<file path="src/rtl/alu_pkg.sv">
// alu_pkg: shared definitions for the ALU command issue block.
//   op_e     - ALU opcode encoding (OP_ADD=0 .. OP_POW=10)
//   OP_LAST  - highest defined opcode; anything above it is illegal
//   state_e  - issue FSM states
//   op_err   - error predicate used when ALU_ISSUE_ERR_EN is defined
package alu_pkg;

    typedef enum logic [3:0] {
        OP_ADD = 4'd0,
        OP_SUB = 4'd1,
        OP_MUL = 4'd2,
        OP_DIV = 4'd3,
        OP_MOD = 4'd4,
        OP_AND = 4'd5,
        OP_OR  = 4'd6,
        OP_XOR = 4'd7,
        OP_SHL = 4'd8,
        OP_SHR = 4'd9,
        OP_POW = 4'd10
    } op_e;

    localparam logic [3:0] OP_LAST = 4'd10;

    typedef enum logic {
        ST_IDLE = 1'b0,
        ST_EVAL = 1'b1
    } state_e;

    // Divide by zero or an opcode outside the defined range.
    function automatic logic op_err(input logic [3:0] op, input logic b_zero);
        return ((op == OP_DIV) && b_zero) || (op > OP_LAST);
    endfunction

endpackage

</file>
<file path="src/rtl/alu_issue_if.sv">
// alu_issue_if: bundle of command, ALU-drive and response signals.
//   cmd_*  - tagged command, valid/ready (source -> issue block)
//   alu_*  - operand/opcode lines to the ALU and its result back
//   rsp_*  - tagged result, valid/ready (issue block -> consumer)
// Modports:
//   slave  - the issue block's view
//   master - the environment's view (command source, ALU, consumer)
interface alu_issue_if #(
    parameter int WIDTH = 8,
    parameter int TAG_W = 4
);
    logic             cmd_valid;
    logic             cmd_ready;
    logic [WIDTH-1:0] cmd_a;
    logic [WIDTH-1:0] cmd_b;
    logic [3:0]       cmd_op;
    logic [TAG_W-1:0] cmd_tag;

    logic [WIDTH-1:0] alu_a;
    logic [WIDTH-1:0] alu_b;
    logic [3:0]       alu_op;
    logic [WIDTH-1:0] alu_y;

    logic             rsp_valid;
    logic             rsp_ready;
    logic [WIDTH-1:0] rsp_y;
    logic [TAG_W-1:0] rsp_tag;
    logic             rsp_err;

    modport slave (
        input  cmd_valid, cmd_a, cmd_b, cmd_op, cmd_tag,
        output cmd_ready,
        output alu_a, alu_b, alu_op,
        input  alu_y,
        output rsp_valid, rsp_y, rsp_tag, rsp_err,
        input  rsp_ready
    );

    modport master (
        output cmd_valid, cmd_a, cmd_b, cmd_op, cmd_tag,
        input  cmd_ready,
        input  alu_a, alu_b, alu_op,
        output alu_y,
        input  rsp_valid, rsp_y, rsp_tag, rsp_err,
        output rsp_ready
    );

endinterface

</file>
<file path="src/rtl/alu_cmd_fifo.sv">
// alu_cmd_fifo: synchronous FIFO holding packed commands {tag, op, b, a}.
//   clk, rst_n  - clock, asynchronous active-low reset (pointers only)
//   push, wdata - write when push && !full
//   pop, rdata  - rdata is the head entry; advance when pop && !empty
//   full, empty - from registered pointers only
//   level       - number of stored entries
// DEPTH must be a power of two; pointers carry one extra wrap bit so that
// full and empty are distinguishable.
module alu_cmd_fifo #(
    parameter int WIDTH = 8,
    parameter int DEPTH = 4
) (
    input  logic                     clk,
    input  logic                     rst_n,
    input  logic                     push,
    input  logic [WIDTH-1:0]         wdata,
    input  logic                     pop,
    output logic [WIDTH-1:0]         rdata,
    output logic                     full,
    output logic                     empty,
    output logic [$clog2(DEPTH):0]   level
);

    localparam int AW = $clog2(DEPTH);

    logic [WIDTH-1:0] mem [DEPTH];
    logic [AW:0]      wptr;
    logic [AW:0]      rptr;
    logic             do_push;
    logic             do_pop;

    assign do_push = push && !full;
    assign do_pop  = pop && !empty;

    always_ff @(posedge clk or negedge rst_n) begin
        if (!rst_n) begin
            wptr <= '0;
            rptr <= '0;
        end else begin
            if (do_push) wptr <= wptr + 1'b1;
            if (do_pop)  rptr <= rptr + 1'b1;
        end
    end

    always_ff @(posedge clk) begin
        if (do_push) mem[wptr[AW-1:0]] <= wdata;
    end

    assign rdata = mem[rptr[AW-1:0]];
    assign empty = (wptr == rptr);
    assign full  = (wptr[AW] != rptr[AW]) && (wptr[AW-1:0] == rptr[AW-1:0]);
    assign level = wptr - rptr;

endmodule

</file>
<file path="src/rtl/alu_issue.sv">
// alu_issue: buffers tagged ALU commands, drives the combinational ALU for
// ALU_CYCLES settle cycles per command, captures the result and returns it
// in command order on a valid/ready response channel.
//   clk   - clock, rising edge
//   rst_n - asynchronous active-low reset
//   bus   - alu_issue_if.slave: cmd_* in, alu_* out / alu_y in, rsp_* out
// Parameters: WIDTH, DEPTH (power of 2, >=2), TAG_W, ALU_CYCLES (>=1).
// Optional feature: define ALU_ISSUE_ERR_EN to compute rsp_err at capture
// (divide by zero or undefined opcode); otherwise rsp_err is constant 0.
module alu_issue
    import alu_pkg::*;
#(
    parameter int WIDTH      = 8,
    parameter int DEPTH      = 4,
    parameter int TAG_W      = 4,
    parameter int ALU_CYCLES = 1
) (
    input  logic        clk,
    input  logic        rst_n,
    alu_issue_if.slave  bus
);

    localparam int AW = $clog2(DEPTH);
    localparam int CW = $clog2(ALU_CYCLES + 1);
    localparam int EW = TAG_W + 4 + 2 * WIDTH;
    localparam logic [CW-1:0] RELOAD  = CW'(ALU_CYCLES - 1);
    localparam logic [CW-1:0] CNT_ONE = CW'(1);
    localparam logic [AW:0]   LVL_ONE = (AW + 1)'(1);

    logic [EW-1:0]    fifo_wdata;
    logic [EW-1:0]    fifo_rdata;
    logic             fifo_full;
    logic             fifo_empty;
    logic [AW:0]      fifo_level;
    logic             push;
    logic             cap;

    logic [WIDTH-1:0] head_a;
    logic [WIDTH-1:0] head_b;
    logic [3:0]       head_op;
    logic [TAG_W-1:0] head_tag;

    state_e           state_q, state_d;
    logic [CW-1:0]    cnt_q, cnt_d;

    logic             rsp_valid_q;
    logic [WIDTH-1:0] rsp_y_q;
    logic [TAG_W-1:0] rsp_tag_q;

    assign push       = bus.cmd_valid && !fifo_full;
    assign fifo_wdata = {bus.cmd_tag, bus.cmd_op, bus.cmd_b, bus.cmd_a};
    assign {head_tag, head_op, head_b, head_a} = fifo_rdata;

    alu_cmd_fifo #(
        .WIDTH (EW),
        .DEPTH (DEPTH)
    ) u_fifo (
        .clk   (clk),
        .rst_n (rst_n),
        .push  (push),
        .wdata (fifo_wdata),
        .pop   (cap),
        .rdata (fifo_rdata),
        .full  (fifo_full),
        .empty (fifo_empty),
        .level (fifo_level)
    );

    // Ready depends only on registered FIFO state, so a same-cycle pop never
    // opens a slot for a push.
    assign bus.cmd_ready = !fifo_full;

    always_ff @(posedge clk or negedge rst_n) begin
        if (!rst_n) begin
            state_q <= ST_IDLE;
            cnt_q   <= '0;
        end else begin
            state_q <= state_d;
            cnt_q   <= cnt_d;
        end
    end

    always_comb begin
        state_d = state_q;
        cnt_d   = cnt_q;
        cap     = 1'b0;
        case (state_q)
            ST_IDLE: begin
                if (!fifo_empty) begin
                    state_d = ST_EVAL;
                    cnt_d   = RELOAD;
                end
            end
            ST_EVAL: begin
                if (cnt_q != '0) begin
                    cnt_d = cnt_q - CNT_ONE;
                end else if (!rsp_valid_q || bus.rsp_ready) begin
                    cap = 1'b1;
                    // The head is popped this cycle; keep evaluating only if
                    // something is queued behind it.
                    if (fifo_level > LVL_ONE) begin
                        cnt_d = RELOAD;
                    end else begin
                        state_d = ST_IDLE;
                    end
                end
            end
            default: begin
                state_d = ST_IDLE;
                cnt_d   = '0;
            end
        endcase
    end

    // ALU lines are quiet in IDLE and follow the (stable) FIFO head in EVAL.
    always_comb begin
        bus.alu_a  = '0;
        bus.alu_b  = '0;
        bus.alu_op = '0;
        if (state_q == ST_EVAL) begin
            bus.alu_a  = head_a;
            bus.alu_b  = head_b;
            bus.alu_op = head_op;
        end
    end

    // A capture overrides a same-cycle drain, so rsp_valid stays high with
    // the new result.
    always_ff @(posedge clk or negedge rst_n) begin
        if (!rst_n) begin
            rsp_valid_q <= 1'b0;
            rsp_y_q     <= '0;
            rsp_tag_q   <= '0;
        end else if (cap) begin
            rsp_valid_q <= 1'b1;
            rsp_y_q     <= bus.alu_y;
            rsp_tag_q   <= head_tag;
        end else if (bus.rsp_ready) begin
            rsp_valid_q <= 1'b0;
        end
    end

`ifdef ALU_ISSUE_ERR_EN
    logic rsp_err_q;

    always_ff @(posedge clk or negedge rst_n) begin
        if (!rst_n) begin
            rsp_err_q <= 1'b0;
        end else if (cap) begin
            rsp_err_q <= op_err(head_op, head_b == '0);
        end
    end

    assign bus.rsp_err = rsp_err_q;
`else
    assign bus.rsp_err = 1'b0;
`endif

    assign bus.rsp_valid = rsp_valid_q;
    assign bus.rsp_y     = rsp_y_q;
    assign bus.rsp_tag   = rsp_tag_q;

endmodule

</file>
<file path="src/flat_wrapper.sv">
// flat-port wrapper written by rule: the top's interface ports become plain ports
module alu_issue_flat import alu_pkg::*;
#(
    parameter int WIDTH      = 8,
    parameter int DEPTH      = 4,
    parameter int TAG_W      = 4,
    parameter int ALU_CYCLES = 1
)
  (clk, rst_n, bus_cmd_valid, bus_cmd_a, bus_cmd_b, bus_cmd_op, bus_cmd_tag, bus_cmd_ready, bus_alu_a, bus_alu_b, bus_alu_op, bus_alu_y, bus_rsp_valid, bus_rsp_y, bus_rsp_tag, bus_rsp_err, bus_rsp_ready);
  alu_issue_if #(.WIDTH(WIDTH), .TAG_W(TAG_W)) bus_i ();
  input  logic clk;
  input  logic rst_n;
  input wire logic [$bits(bus_i.cmd_valid)-1:0] bus_cmd_valid;
  input wire logic [$bits(bus_i.cmd_a)-1:0] bus_cmd_a;
  input wire logic [$bits(bus_i.cmd_b)-1:0] bus_cmd_b;
  input wire logic [$bits(bus_i.cmd_op)-1:0] bus_cmd_op;
  input wire logic [$bits(bus_i.cmd_tag)-1:0] bus_cmd_tag;
  output wire logic [$bits(bus_i.cmd_ready)-1:0] bus_cmd_ready;
  output wire logic [$bits(bus_i.alu_a)-1:0] bus_alu_a;
  output wire logic [$bits(bus_i.alu_b)-1:0] bus_alu_b;
  output wire logic [$bits(bus_i.alu_op)-1:0] bus_alu_op;
  input wire logic [$bits(bus_i.alu_y)-1:0] bus_alu_y;
  output wire logic [$bits(bus_i.rsp_valid)-1:0] bus_rsp_valid;
  output wire logic [$bits(bus_i.rsp_y)-1:0] bus_rsp_y;
  output wire logic [$bits(bus_i.rsp_tag)-1:0] bus_rsp_tag;
  output wire logic [$bits(bus_i.rsp_err)-1:0] bus_rsp_err;
  input wire logic [$bits(bus_i.rsp_ready)-1:0] bus_rsp_ready;
  assign bus_i.cmd_valid = bus_cmd_valid;
  assign bus_i.cmd_a = bus_cmd_a;
  assign bus_i.cmd_b = bus_cmd_b;
  assign bus_i.cmd_op = bus_cmd_op;
  assign bus_i.cmd_tag = bus_cmd_tag;
  assign bus_cmd_ready = bus_i.cmd_ready;
  assign bus_alu_a = bus_i.alu_a;
  assign bus_alu_b = bus_i.alu_b;
  assign bus_alu_op = bus_i.alu_op;
  assign bus_i.alu_y = bus_alu_y;
  assign bus_rsp_valid = bus_i.rsp_valid;
  assign bus_rsp_y = bus_i.rsp_y;
  assign bus_rsp_tag = bus_i.rsp_tag;
  assign bus_rsp_err = bus_i.rsp_err;
  assign bus_i.rsp_ready = bus_rsp_ready;
  alu_issue #(.WIDTH(WIDTH), .DEPTH(DEPTH), .TAG_W(TAG_W), .ALU_CYCLES(ALU_CYCLES)) u_core (.clk(clk), .rst_n(rst_n), .bus(bus_i));
endmodule
</file>
<file path="config.mk">
export PLATFORM = sky130hd
export DESIGN_NAME = alu_issue_flat
export DESIGN_NICKNAME = d
export VERILOG_FILES = /design/src/rtl/alu_pkg.sv /design/src/rtl/alu_issue_if.sv /design/src/rtl/alu_cmd_fifo.sv /design/src/rtl/alu_issue.sv /design/src/flat_wrapper.sv
export SDC_FILE = /design/constraint.sdc
export NUM_CORES = 1
export LEC_CHECK = 0
export CAP_MARGIN = 5
export CORE_MARGIN = 3
export CORE_UTILIZATION = 48
export DETAILED_ROUTE_END_ITERATION = 10
export PLACE_DENSITY_LB_ADDON = 0.1
export SLEW_MARGIN = 20
export SYNTH_ARGS = -nofsm -noshare
export SYNTH_HDL_FRONTEND = slang
export SYNTH_SLANG_ARGS = --single-unit
export TNS_END_PERCENT = 10
</file>
<file path="constraint.sdc">
create_clock -name clk -period 3.15 [get_ports clk]
set_clock_uncertainty 0.1 [all_clocks]
set_input_delay 0.63 -clock clk [delete_from_list [all_inputs] [get_ports clk]]
set_output_delay 0.63 -clock clk [all_outputs]
set_load 0.005 [all_outputs]
</file>
### After elaboration in Yosys (flattened, before gate mapping)

Memory sizes are Yosys's and may differ from the RTL's.
Cells that the tools add are included.

| word-level totals | value |
|---|---|
| register bits after elaboration | 21 |
| input port bits | 36 |
| logic and storage cells | 45 |
| memories | 1 |
| memory bits (writable) | 96 |

Memory list:

| memory | depth | width | rd ports | clocked after Yosys merged registers in | wr ports | RTL line | RTL |
|---|---|---|---|---|---|---|---|
| u_core.u_fifo.mem | 4 | 24 | 1 | 0 | 1 | alu_cmd_fifo.sv:26 | `logic [WIDTH-1:0] mem [DEPTH];` |

| cells by class | value |
|---|---|
| equality and inequality tests | 4 |
| $add $sub $neg | 4 |
| magnitude comparators | 1 |
| bitwise logic cells | 1 |
| muxes and demuxes | 18 |
| reduce and logical (&&, ||, !) cells | 9 |

Operators with widths:

| cell | count |
|---|---|
| 8-bit two-way mux | 2 |
| 1-bit two-way mux | 13 |
| 3-bit by 1-bit adder with 3-bit output (second input constant) | 2 |
| 1-bit logical AND | 4 |
| 4-bit two-way mux | 1 |
| 1-bit one-hot mux with 2 select lines | 2 |
| 3-bit equality test | 1 |
| 3-bit by 1-bit > comparator with 1-bit output (second input constant) | 1 |
| 1-bit zero test | 3 |
| 3-bit subtractor | 1 |
| 2-bit equality test | 1 |
| 2-bit != test (second input constant) | 1 |
| 2-bit nonzero test | 1 |
| 1-bit logical OR | 1 |
| 1-bit != test | 1 |
| 1-bit inverter | 1 |
| 1-bit subtractor (second input constant) | 1 |

### Logic depth before layout (Yosys ltp)

| logic depth | value |
|---|---|
| word-level depth | 7 |
| depth in mapped cells | 7 |
| mapped depth without buffers | 5 |

### Modules after synthesis

From an unflattened synthesis, not the netlist that was laid out.

| unflattened totals | value |
|---|---|
| cell total of the unflattened synthesis | 231 |
| area, all modules | 4657.0 µm² |

Modules (own cells, without submodules):

| module | area each (µm²) | instances | cells an instance | sequential area each (µm²) |
|---|---|---|---|---|
| alu_cmd_fifo | 3926.3 | 1 | 171 | 3032.9 |
| alu_issue | 730.7 | 1 | 60 | 350.3 |

### Least setup slack after synthesis

Ideal clock, no wire load.

| timing | value |
|---|---|
| path type | register -> register |
| start | register u_core.u_fifo.rptr[1] |
| end | memory u_core.u_fifo.mem[3][0] (netlist bit) (enable) |
| library setup time | 0.423 ns |
| cell stages (with the launch flop) | 6 |
| setup slack | 0.151 ns |
| arrival time | 2.476 ns |
| buffers on the path | 2 |
| cell sequence | dfrtp_1 > buf_2 > buf_2 > inv_1 > ha_1 > a31oi_1 |

| between the ends | value |
|---|---|
| longest elaborated chain between the ends | 7 |

RTL lines:

| item | RTL line | RTL |
|---|---|---|
| start: declaration | alu_cmd_fifo.sv:28 | `logic [AW:0] rptr;` |
| start signal: assignment | alu_cmd_fifo.sv:41 | `if (do_pop) rptr <= rptr + 1'b1;` |
| 2-bit equality test * | alu_cmd_fifo.sv:51 | `assign full = (wptr[AW] != rptr[AW]) && (wptr[AW-1:0] == rptr[AW-1:0]);` |
| 1-bit logical AND * | alu_cmd_fifo.sv:51 |  |
| 1-bit zero test * | alu_cmd_fifo.sv:32, alu_issue.sv:50 |  |
| 1-bit logical AND | alu_issue.sv:50 | `assign push = bus.cmd_valid && !fifo_full;` |
| 1-bit logical AND * | alu_cmd_fifo.sv:32 | `assign do_push = push && !full;` |
| 1-bit two-way mux * | alu_cmd_fifo.sv:46 | `if (do_push) mem[wptr[AW-1:0]] <= wdata;` |
| 1-bit two-way mux (implied by the code) * | alu_cmd_fifo.sv:46 |  |
| end: declaration | alu_cmd_fifo.sv:26 |  |

Mark *: on every way between the ends. The rest lies on a longest branch, timed or not.

### Worst setup path in the final report

| timing | value |
|---|---|
| start | register u_core.u_fifo.rptr[0] |
| end | output port bus_alu_b[5] |

| between the ends | value |
|---|---|
| longest elaborated chain between the ends | 2 |

RTL lines:

| item | RTL line | RTL |
|---|---|---|
| memory read 4 x 24 bit | n/a |  |
| 8-bit two-way mux | alu_issue.sv:120 | `if (state_q == ST_EVAL) begin` |
| end: declaration | flat_wrapper.sv:20 | `output wire logic [$bits(bus_i.alu_b)-1:0] bus_alu_b;` |

Every way passes these cells.

==> insert_results.sql <==
INSERT INTO impl_metrics (metric_group, metric, value, unit) VALUES
('timing', 'tightestPinTransition', '525.4', 'ps'),
('clocking', 'tritoncts', 'done', ''),
('detailed_routing', 'wire_per_inst', '17.92', 'um'),
('timing', 'timing.fmax', '326.3', 'MHz'),
('placed_design', 'dp_hpwl', '4987', 'um'),
('finish', 'antenna_cells_inserted', '0', ''),
('timing', 'timing.max_slew.rel_slack', '64.94', '%'),
('timing', 'fin_crit', '3065', 'ps'),
('critical_path', 'timing_worst_setup_path_type', 'reg2out', ''),
('finish', 'synthToLayoutAreaGrowth', '32.80', '%'),
('global_routing', 'global_route_wire_length_before_repair', '13020', 'um'),
('critical_path', 'crit_required', '2420', 'ps'),
('timing', 'fin_crit_share', '97.30', '%'),
('synth', 'post_synth_num_cell_types', '28', ''),
('clocking', 'cts_buffer_depth', '2', ''),
('global_routing', 'number_of_antenna_violations_at_the_first_check_in_global_routing', '0', ''),
('synth', 'netlist_instances', '218', ''),
('clocking', 'insertion_delay', '500', 'ps'),
('clocking', 'cts-buffers-inserted', '17', ''),
('finish', 'number_of_fillers_in_the_final_layout', '642', ''),
('critical_path', 'r2r_end', 'u_core.u_fifo.mem[2][6]', ''),
('floorplan', 'pin_count', '71', ''),
('timing', 'slew_violations', '0', ''),
('synth', 'ys_seq_elements', '116', ''),
('detailed_routing', 'dr.first_iter.drc_count', '49', ''),
('power_and_ir_drop', 'worst_ir_drop_vdd', '0.0005321', 'V'),
('synth', 'mappedNetlistArea', '4623', 'sq um'),
('critical_path', 'crit_path_end_kind', 'output port', ''),
('synth', 'async_flop_share', '17.24', '%'),
('detailed_routing', 'drt.antenna.violating_nets', '0', ''),
('placed_design', 'gpl.final_weighted_congestion', '0.7045', ''),
('floorplan', 'dieArea', '10850', 'sq um'),
('timing', 'whs', '364.3', 'ps'),
('power_and_ir_drop', 'powerDensity', '1012', 'nW/um^2'),
('critical_path', 'reg2reg_slack', '830', 'ps'),
('synth', 'synthTopCellsByArea', 'sky130_fd_sc_hd__edfxtp_1 62%, sky130_fd_sc_hd__dfrtp_1 11%, sky130_fd_sc_hd__mux4_2 8.3%, sky130_fd_sc_hd__mux4_1 4.0%, sky130_fd_sc_hd__and2_1 3.1%', ''),
('finish', 'post_route_cells_drive_above_1_share', '25.23', '%'),
('synth', 'syn-num-nets', '262', ''),
('critical_path', 'cp-start-kind', 'flop', ''),
('global_routing', 'grt_max_degree', '27', ''),
('clocking', 'cts_num_sinks', '116', ''),
('detailed_routing', 'drt_pass1_iterations', '4', ''),
('detailed_routing', 'vias_per_cell', '5.077', ''),
('finish', 'nNetsFinal', '356', ''),
('timing', 'final_count_of_hold_timing_violations', '0', ''),
('critical_path', 'r2r-start', 'u_core.u_fifo.rptr[0]', ''),
('power_and_ir_drop', 'power.leakage', '0.002189', 'uW'),
('min_path', 'worst_hold_path_type', 'in2async', ''),
('outcome', 'run_status', 'completed', ''),
('clocking', 'clock_tree.htree_level_count', '4', ''),
('global_routing', 'vias_in_the_first_global_route', '2466', ''),
('floorplan', 'placementRows', '35', ''),
('synth', 'synth_seq_area_share', '73.18', '%'),
('global_routing', 'grt.overflow.total', '0', ''),
('clocking', 'clock-root-buffer', 'sky130_fd_sc_hd__clkbuf_8', ''),
('detailed_routing', 'dr_total_vias', '2305', ''),
('finish', 'final_cell_count_no_fill', '454', ''),
('placed_design', 'placement.io_buffers', '69', ''),
('clocking', 'clkSlewWorstSetupHoldPaths', '50', 'ps'),
('critical_path', 'worst_ep_arrival_time', '2330', 'ps'),
('synth', 'netlist.area_leader.share', '62.35', '%'),
('floorplan', 'floorplan.core_area', '9284', 'sq um'),
('synth', 'synth_flop_cell', 'sky130_fd_sc_hd__edfxtp_1', ''),
('synth', 'post_synth.cell_area_avg', '21.21', 'sq um'),
('timing', 'setup_viol', '0', ''),
('detailed_routing', 'total_detailed_routing_wirelength', '8137', 'um'),
('synth', 'post-synth-top-area-cell', 'sky130_fd_sc_hd__edfxtp_1', ''),
('floorplan', 'chip_height', '104.1', 'um'),
('floorplan', 'starting_density_of_the_core', '49.80', '%'),
('critical_path', 'worst-path-max-fanout', '11', ''),
('synth', 'synth_warnings', '0', ''),
('job', 'number_of_max_capacitance_violations_reported', '0', ''),
('critical_path', 'worst-r2r-cell-count', '5', ''),
('synth', 'synth_enable_flop_cells', '96', ''),
('clocking', 'cts_hold_repair.buffers', '0', ''),
('detailed_routing', 'remaining_design_rule_violation_count', '0', ''),
('floorplan', 'dieWidth', '104.1', 'um'),
('placed_design', 'place_inst', '417', ''),
('global_routing', 'gr-usage-all-layers', '16.09', '%');
cell type report:
cell class	count	area (sq um)	share of cell area, %
multi-input combinational	88	1154	18.79
timing repair buffer	85	830.8	13.53
clock buffer	22	462.9	7.540
inverter	4	15.01	0.2445
sequential	116	3385	55.13
clock inverter	10	131.4	2.140
tap	129	161.4	2.629
flip-flops by register name (all words and copies together) (netlist names):
signal                flops
u_core.u_fifo.mem        96
u_core.bus.rsp_valid      1
u_core.u_fifo.wptr        3
u_core.state_q            1
u_core.u_fifo.rptr        3
u_core.bus.rsp_tag        4
u_core.bus.rsp_y          8
layer usage:
metal	global-route usage (%)	part of all wire [%]	up-vias
met1	20.60	45	1182
met3	5.338	4.6	11
met5	0	0	-
met2	25.67	49	59
li1	-	-	1053
met4	6.268	1.2	0
synthesized netlist by cell type (2+ instances only):
cell type and n:
sky130_fd_sc_hd__inv_1 4, sky130_fd_sc_hd__edfxtp_1 96, sky130_fd_sc_hd__nand2_1 3, sky130_fd_sc_hd__buf_12 2, sky130_fd_sc_hd__clkbuf_1 2, sky130_fd_sc_hd__buf_2 4
sky130_fd_sc_hd__ha_1 7, sky130_fd_sc_hd__nand2b_1 2, sky130_fd_sc_hd__mux4_1 7, sky130_fd_sc_hd__mux2_4 2, sky130_fd_sc_hd__and2_1 23, sky130_fd_sc_hd__xnor2_1 4
sky130_fd_sc_hd__dfrtp_1 20, sky130_fd_sc_hd__mux2_2 12, sky130_fd_sc_hd__mux4_2 17
where the power goes:
part           leakage [uW]  switching (uW)  internal, uW
sequential          0.00111             134          2090
combinational      0.000787             882          1220
clock              0.000295             627          1260
metrics by stage:
step	TNS (ps)	setup WS, ps	area, sq um	utilization (%)	total power, uW
floorplan	0	150.6	4623	-	3441
global placement	0	488.4	5500	59.25	4310
detailed placement	0	484.7	5500	59.25	4335
CTS	-1.333	-1.333	6102	65.73	6257
global route	-20.10	-11.51	6140	66.13	6537
finish	0	85.17	6140	66.13	6211
worst max-delay path, stage by stage, from the launching register on:
cell and delay (ps):
sky130_fd_sc_hd__dfrtp_2 460, sky130_fd_sc_hd__buf_6 230, sky130_fd_sc_hd__mux4_1 550, sky130_fd_sc_hd__and2_1 160, sky130_fd_sc_hd__clkdlybuf4s50_1 440
placed cells by master (no fill, tap or decap), drive strengths merged:
| master | count |
|---|---|
| mux2 | 14 |
| bufinv | 3 |
| nand2 | 3 |
| ha | 7 |
| clkbuf | 22 |
| mux4 | 24 |
| a31oi | 2 |
| conb | 1 |
| xnor2 | 4 |
| clkdlybuf4s50 | 69 |
| buf | 16 |
| and2 | 23 |
| clkinv | 6 |
| edfxtp | 96 |
| nand2b | 2 |
| nand3 | 1 |
| dfrtp | 20 |
| o211ai | 1 |
| a41oi | 1 |
| xor2 | 2 |
| nor3 | 1 |
| inv | 4 |
| clkinvlp | 1 |
| fa | 1 |
| o2111ai | 1 |
worst max-delay path by stage:
| stage | from | to | slack [ps] | depth (start not counted) |
|---|---|---|---|---|
| after global routing | u_core.u_fifo.rptr[0] | bus_alu_op[1] | -10 | 4 |
| after detailed placement | u_core.u_fifo.rptr[0] | bus_alu_b[5] | 480 | 4 |
| final | u_core.u_fifo.rptr[0] | bus_alu_b[5] | 90 | 4 |
| after floorplan | u_core.u_fifo.rptr[1] | u_core.u_fifo.mem[3][0] | 150 | 5 |
| after global placement | u_core.u_fifo.rptr[0] | bus_alu_b[5] | 490 | 4 |
| after CTS | u_core.u_fifo.rptr[0] | bus_alu_b[5] | -1 | 4 |
cells by family (layout without fill, tap and decap cells):
family,Yosys count,in the layout,synth area share [%]
buf+inv,14,121,2.192
flops,116,116,73.18
xor+xnor,6,6,1.299
fa+ha+maj,8,8,2.327
compound gates,5,5,1.245
simple gates,30,30,3.843
mux,38,38,15.83
other cells,1,1,0.08111
timing repair:
action                     CTS  global route
setup buffers                0             5
setup endpoints to repair    8            11
resized for setup            2             0
Note: power is estimated with default switching activity, not from simulation.
